`src/rtl/alu_pkg.sv`:
```
// Shared ALU definitions: sequencing states, datapath width and result-flag type
// used by the Divider and seq_multiplier.
package alu_pkg;

  localparam int unsigned DATA_W = 32;

  typedef enum logic [1:0] {
    ST_IDLE,
    ST_RUN,
    ST_DONE
  } state_t;

  // Single-bit overflow/error indication (mulFlag, divFlag).
  typedef logic result_flag_t;

endpackage

```
`src/rtl/mul_step.sv`:
```
// One combinational shift-add iteration; reusable as a stage of an unrolled multiplier.
module mul_step
  import alu_pkg::*;
#(
  parameter int unsigned WIDTH = DATA_W
) (
  input  logic [2*WIDTH-1:0] acc,
  input  logic [2*WIDTH-1:0] mcand,
  input  logic [WIDTH-1:0]   mplier,
  output logic [2*WIDTH-1:0] acc_next,
  output logic [2*WIDTH-1:0] mcand_next,
  output logic [WIDTH-1:0]   mplier_next
);

  // The full product fits in 2*WIDTH bits, so this sum never wraps.
  assign acc_next    = mplier[0] ? (acc + mcand) : acc;
  assign mcand_next  = mcand << 1;
  assign mplier_next = mplier >> 1;

endmodule

```
`src/rtl/seq_multiplier.sv`:
```
// Multi-cycle unsigned shift-add multiplier with start/busy/done handshake.
// Optional macro SEQ_MUL_EARLY_TERM_EN: finish as soon as the remaining multiplier is zero.
module seq_multiplier
  import alu_pkg::*;
#(
  parameter int unsigned WIDTH = DATA_W,
  parameter int unsigned CNT_W = $clog2(WIDTH) + 1
) (
  input  logic             clk,
  input  logic             reset,
  input  logic             start,
  input  logic [WIDTH-1:0] src1,
  input  logic [WIDTH-1:0] src2,
  output logic             busy,
  output logic             done,
  output logic [WIDTH-1:0] mulOut,
  output logic             mulFlag
);

  state_t state_q, state_d;

  logic [2*WIDTH-1:0] acc_q, mcand_q;
  logic [WIDTH-1:0]   mplier_q;
  logic [CNT_W-1:0]   count_q;
  logic [WIDTH-1:0]   out_q;
  result_flag_t       flag_q;

  logic [2*WIDTH-1:0] acc_nx, mcand_nx;
  logic [WIDTH-1:0]   mplier_nx;
  logic               last_iter;
  logic               early;

  mul_step #(
    .WIDTH(WIDTH)
  ) u_step (
    .acc        (acc_q),
    .mcand      (mcand_q),
    .mplier     (mplier_q),
    .acc_next   (acc_nx),
    .mcand_next (mcand_nx),
    .mplier_next(mplier_nx)
  );

  assign last_iter = (count_q == CNT_W'(WIDTH - 1));

`ifdef SEQ_MUL_EARLY_TERM_EN
  assign early = (mplier_q == '0);
`else
  assign early = 1'b0;
`endif

  always_comb begin
    state_d = state_q;
    case (state_q)
      ST_IDLE: if (start) state_d = ST_RUN;
      ST_RUN:  if (early || last_iter) state_d = ST_DONE;
      ST_DONE: state_d = ST_IDLE;
      default: state_d = ST_IDLE;
    endcase
  end

  always_ff @(posedge clk or posedge reset) begin
    if (reset) begin
      state_q <= ST_IDLE;
    end else begin
      state_q <= state_d;
    end
  end

  always_ff @(posedge clk or posedge reset) begin
    if (reset) begin
      acc_q    <= '0;
      mcand_q  <= '0;
      mplier_q <= '0;
      count_q  <= '0;
      out_q    <= '0;
      flag_q   <= 1'b0;
    end else begin
      case (state_q)
        ST_IDLE: begin
          if (start) begin
            acc_q    <= '0;
            mcand_q  <= {{WIDTH{1'b0}}, src1};
            mplier_q <= src2;
            count_q  <= '0;
          end
        end
        ST_RUN: begin
          if (early) begin
            // Remaining multiplier bits are all zero: acc already holds the product.
            out_q  <= acc_q[WIDTH-1:0];
            flag_q <= |acc_q[2*WIDTH-1:WIDTH];
          end else begin
            acc_q    <= acc_nx;
            mcand_q  <= mcand_nx;
            mplier_q <= mplier_nx;
            count_q  <= count_q + CNT_W'(1);
            if (last_iter) begin
              out_q  <= acc_nx[WIDTH-1:0];
              flag_q <= |acc_nx[2*WIDTH-1:WIDTH];
            end
          end
        end
        default: ;
      endcase
    end
  end

  assign busy    = (state_q != ST_IDLE);
  assign done    = (state_q == ST_DONE);
  assign mulOut  = out_q;
  assign mulFlag = flag_q;

endmodule

```
`config.mk`:
```
export PLATFORM = sky130hd
export DESIGN_NAME = seq_multiplier
export DESIGN_NICKNAME = d
export VERILOG_FILES = /design/src/rtl/alu_pkg.sv /design/src/rtl/mul_step.sv /design/src/rtl/seq_multiplier.sv
export SDC_FILE = /design/constraint.sdc
export NUM_CORES = 1
export LEC_CHECK = 0
export BUFFER_PORTS_ARGS = -buffer_cell sky130_fd_sc_hd__clkbuf_2
export CORE_MARGIN = 1.5
export CORE_UTILIZATION = 57
export DETAILED_ROUTE_END_ITERATION = 10
export GPL_TIMING_DRIVEN = 1
export PLACE_DENSITY = 0.8
export REMOVE_ABC_BUFFERS = 1
export SYNTH_ARGS = -nofsm -noshare
export SYNTH_HDL_FRONTEND = slang
export SYNTH_SLANG_ARGS = --single-unit
```
`constraint.sdc`:
```
create_clock -name clk -period 17 [get_ports clk]
set_clock_uncertainty 0.15 [all_clocks]
set_input_delay 2.55 -clock clk [delete_from_list [all_inputs] [get_ports clk]]
set_output_delay 2.55 -clock clk [all_outputs]
set_load 0.01 [all_outputs]
```
==> reports/results.env <==
DIE_X_UM=154
PLACEDINSTANCEAREA_UM2=13600
GRT_SETUP_UNREPAIRED='no'
DP.FINAL_HPWL_UM=23500
FINAL_INSTANCE_AREA_UM2=14400
CLOCK_PATH_BUFFERS=3
DRTITER0DRC=694
REPORT.FINAL.HOLD_VIOL_COUNT=0
FINALPOWER_mW=2.29
CRIT_PATH_START_KIND='flip-flop'
HOLDWS_NS=0.328
POWER.DENSITY_CELL_AREA_nW_PER_UM2=160
RUN_STATUS='finished, final reports clean'
SETUP_VIOL=0
POST_CTS_HOLD_BUFFER_COUNT=0
START_UTIL_PCT=57.8
SETUP_TOTAL_NEGATIVE_SLACK_NS=0
CRITICAL_PATH_PEAK_FANOUT=81
CTS_TREE='yes'
CLK_PIN_SLEW_NS=0.06
FINAL_CORE_UTILIZATION_PCT=63.8
CLOCK_LATENCY_NS=0.53
FIRST_PASS_ITERS=5
SYNTH.CELL_AREA_UM2=13000
CTS_POST_SETUP_BUFFERS_INSERTED=0
SYNTH_SEQ_AREA_SHARE_PCT=38.6
SLEW_LIMIT_HEADROOM_PCT=25.3
GRT_START_MAX_NET_PINS=148
ENDPOINT_KIND='output pin'
CP_DATA_REQUIRED_TIME_NS=14.30
IO_BUFFER_COUNT=101
YS_DOMINANT_REG_CELL='dfrtp_1'
FINAL_NETS=1647
TIMING.SETUP.CRITICAL_PATH_CLASS='reg2out'
NUMBER_OF_FLOPS_MAPPED_TO_ENABLE_CELLS_BY_YOSYS=0
REPORT.FINAL.SLEW_VIOL_COUNT=0
ROUTE.VIAS.TOTAL=11400
DETAIL_ROUTE.WL_PER_CELL_UM=18.7
ASYNCSETRESETFLOPFRACSYNTH_PCT=100
IOS=102
ROWS=55
VIAS_PER_CELL=6.28
ANTENNA_FOUND_INITIAL=0
GLOBALROUTEOVERFLOWTOTAL=0
VDD.IR_DROP.WORST_uV=92.0
DESIGN.DIE.AREA_UM2=23800
DRCVIOLATIONCOUNT=0
DRV.MAX_CAP_VIOLATION_COUNT=0
HOLDCRITPATHCLASS='reg2reg'
CTS.SINKS=201
GRT_USE_TOTAL_PCT=28.7
ACHIEVABLE-FREQUENCY_MHz=206
POSTROUTEANTENNANETS=0
YOSYS.CELL_TYPES.COUNT=85
ROUTABILITY_CONGESTION_ESTIMATE_FROM_GLOBAL_PLACEMENT=0.984
DIODES=0
YS_SEQ_ELEMENTS=201
HTREEDEPTH=1
FIRST_GLOBAL_VIAS=11100
CP_DATA_ARRIVAL_TIME_NS=2.16
TIGHTEST_SLEW_NS=1.12
FINAL_LAYOUT_SIZE_SUFFIX_GT1_SHARE_PCT=13.0
SYNTHESIZED_INSTANCE_COUNT=1478
CELLLEAKAGEPOWER_nW=6.75
SYN_AREA_PER_CELL_UM2=8.81
FLOW.AREA_GROWTH_FROM_SYNTHESIS_PCT=10.3
WIRELENGTH_UM=33900
CTS_REPAIR_RESIZE_COUNT=0
FIN_CRIT_SH_PCT=28.6
YOSYS_WARNINGS=0
GLOBAL_ROUTE_WIRE_LENGTH_BEFORE_REPAIR_UM=55900
DIEHEIGHT_UM=154
CTSROOTBUFFERMASTER='clkbuf_16'
DESIGN.CORE.AREA_UM2=22500
POST_LAYOUT_MIN_PERIOD_NS=4.86
CTS_BUFFERS=23
[state kept, by name, indices dropped and copies added, names as in the netlist]
signal,cells
mulOut,32
mplier_q,32
state_q,2
count_q,6
mcand_q,64
mulFlag,1
acc_q,64
[cell usage in the layout, fill, tap and decap left out, drive strengths merged, types with 4 or more instances in the layout]
| master | n |
|---|---|
| a21o | 21 |
| and2 | 9 |
| and3b | 62 |
| nand4 | 33 |
| nand2b | 6 |
| or4 | 4 |
| xor2 | 27 |
| a31oi | 6 |
| nor3 | 16 |
| o21ai | 188 |
| a211oi | 7 |
| inv | 19 |
| clkbuf | 133 |
| a22o | 63 |
| a21oi | 157 |
| o31ai | 5 |
| nand2 | 220 |
| a21boi | 5 |
| o211ai | 12 |
| ha | 64 |
| nor2 | 69 |
| nor2b | 6 |
| buf | 12 |
| a211o | 7 |
| xnor2 | 29 |
| o21a | 11 |
| mux2i | 34 |
| dfrtp | 201 |
| nand3 | 18 |
| and3 | 8 |
| nor4 | 9 |
| o21bai | 17 |
[critical path, cell delays in order, from the launching register on]
cell and delay [ns]:
dfrtp_4 0.70, buf_4 0.62, nor2b_1 0.10, clkbuf_2 0.16
[final timing paths]
check / startpoint / end / slack, ns / depth (start not counted)
min reg2reg: mulOut[5] / mulOut[5] / 0.33 / 2
min in group asynchronous: reset / mulOut[12] / 2.14 / 2
max reg2reg: mcand_q[0] / mulFlag / 12.22 / 14
min: mulOut[5] / mulOut[5] / 0.33 / 2
max in group asynchronous: reset / state_q[0] / 13.19 / 3
max: state_q[0] / done / 12.14 / 3
[kinds of logic after synthesis]
group	after synthesis	synth area share, %
buffers and inverters	118	3.82
adders and majority gates	65	6.31
DFF	201	38.6
xor gates and xnor gates	56	3.77
AOI/OAI and AO/OA	532	26.4
muxes	34	2.61
and+or+nand+nor	472	18.4
[metrics by stage]
| step | worst slack [ns] | std cells |
|---|---|---|
| CTS | 12.16 | 1815 |
| floorplan | 8.82 | 1377 |
| detailed placement | 11.69 | 1775 |
| global placement | 11.81 | 1775 |
| finish | 12.14 | 1815 |
| global route | 11.94 | 1815 |
[metal layers]
layer / vias to the layer above / global-route usage [%] / part of all wire (%)
li1: 5474 / - / -
met1: 5491 / 38.7 / 44
met2: 366 / 48.2 / 47
met3: 73 / 3.64 / 5.5
met4: 0 / 9.48 / 2.8
met5: - / 0 / 0
[power breakdown]
group	leakage, nW	switching [mW]	internal (mW)
logic	3.77	0.640	0.394
clock network	0.379	0.206	0.310
registers	2.60	0.118	0.624
[synth_stat cells, types with 7 or more instances]
cell	count	area, um^2
nand4_1	33	206
nand3_1	18	90.1
o21ai_1	13	65.1
and2_1	9	56.3
xor2_1	27	236
a211o_1	7	61.3
nor4_1	9	56.3
xnor2_1	29	254
o21a_1	10	75.1
clkbuf_1	72	270
buf_1	10	37.5
and3b_1	62	543
a21o_1	21	158
nor2_1	67	251
o21ai_0	171	856
ha_1	64	801
and3_1	8	50.1
nor3_1	13	65.1
buf_2	12	60.1
o21bai_1	16	120
o211ai_1	9	67.6
a22o_1	63	552
nand2_1	220	826
inv_1	17	63.8
dfrtp_1	201	5030
mux2i_1	34	340
a21oi_2	8	70.1
a21oi_1	145	726
[layout make-up]
cell class / count / area (um^2)
clock inverters: 8 / 108
clock buffers: 32 / 679
repair buffers: 113 / 596
flip-flops and latches: 201 / 5040
multi-input cells: 1159 / 7510
inverters: 17 / 71.3
fillers: 1880 / 8150
well taps: 285 / 357
Power figures use the tool's default switching activity.
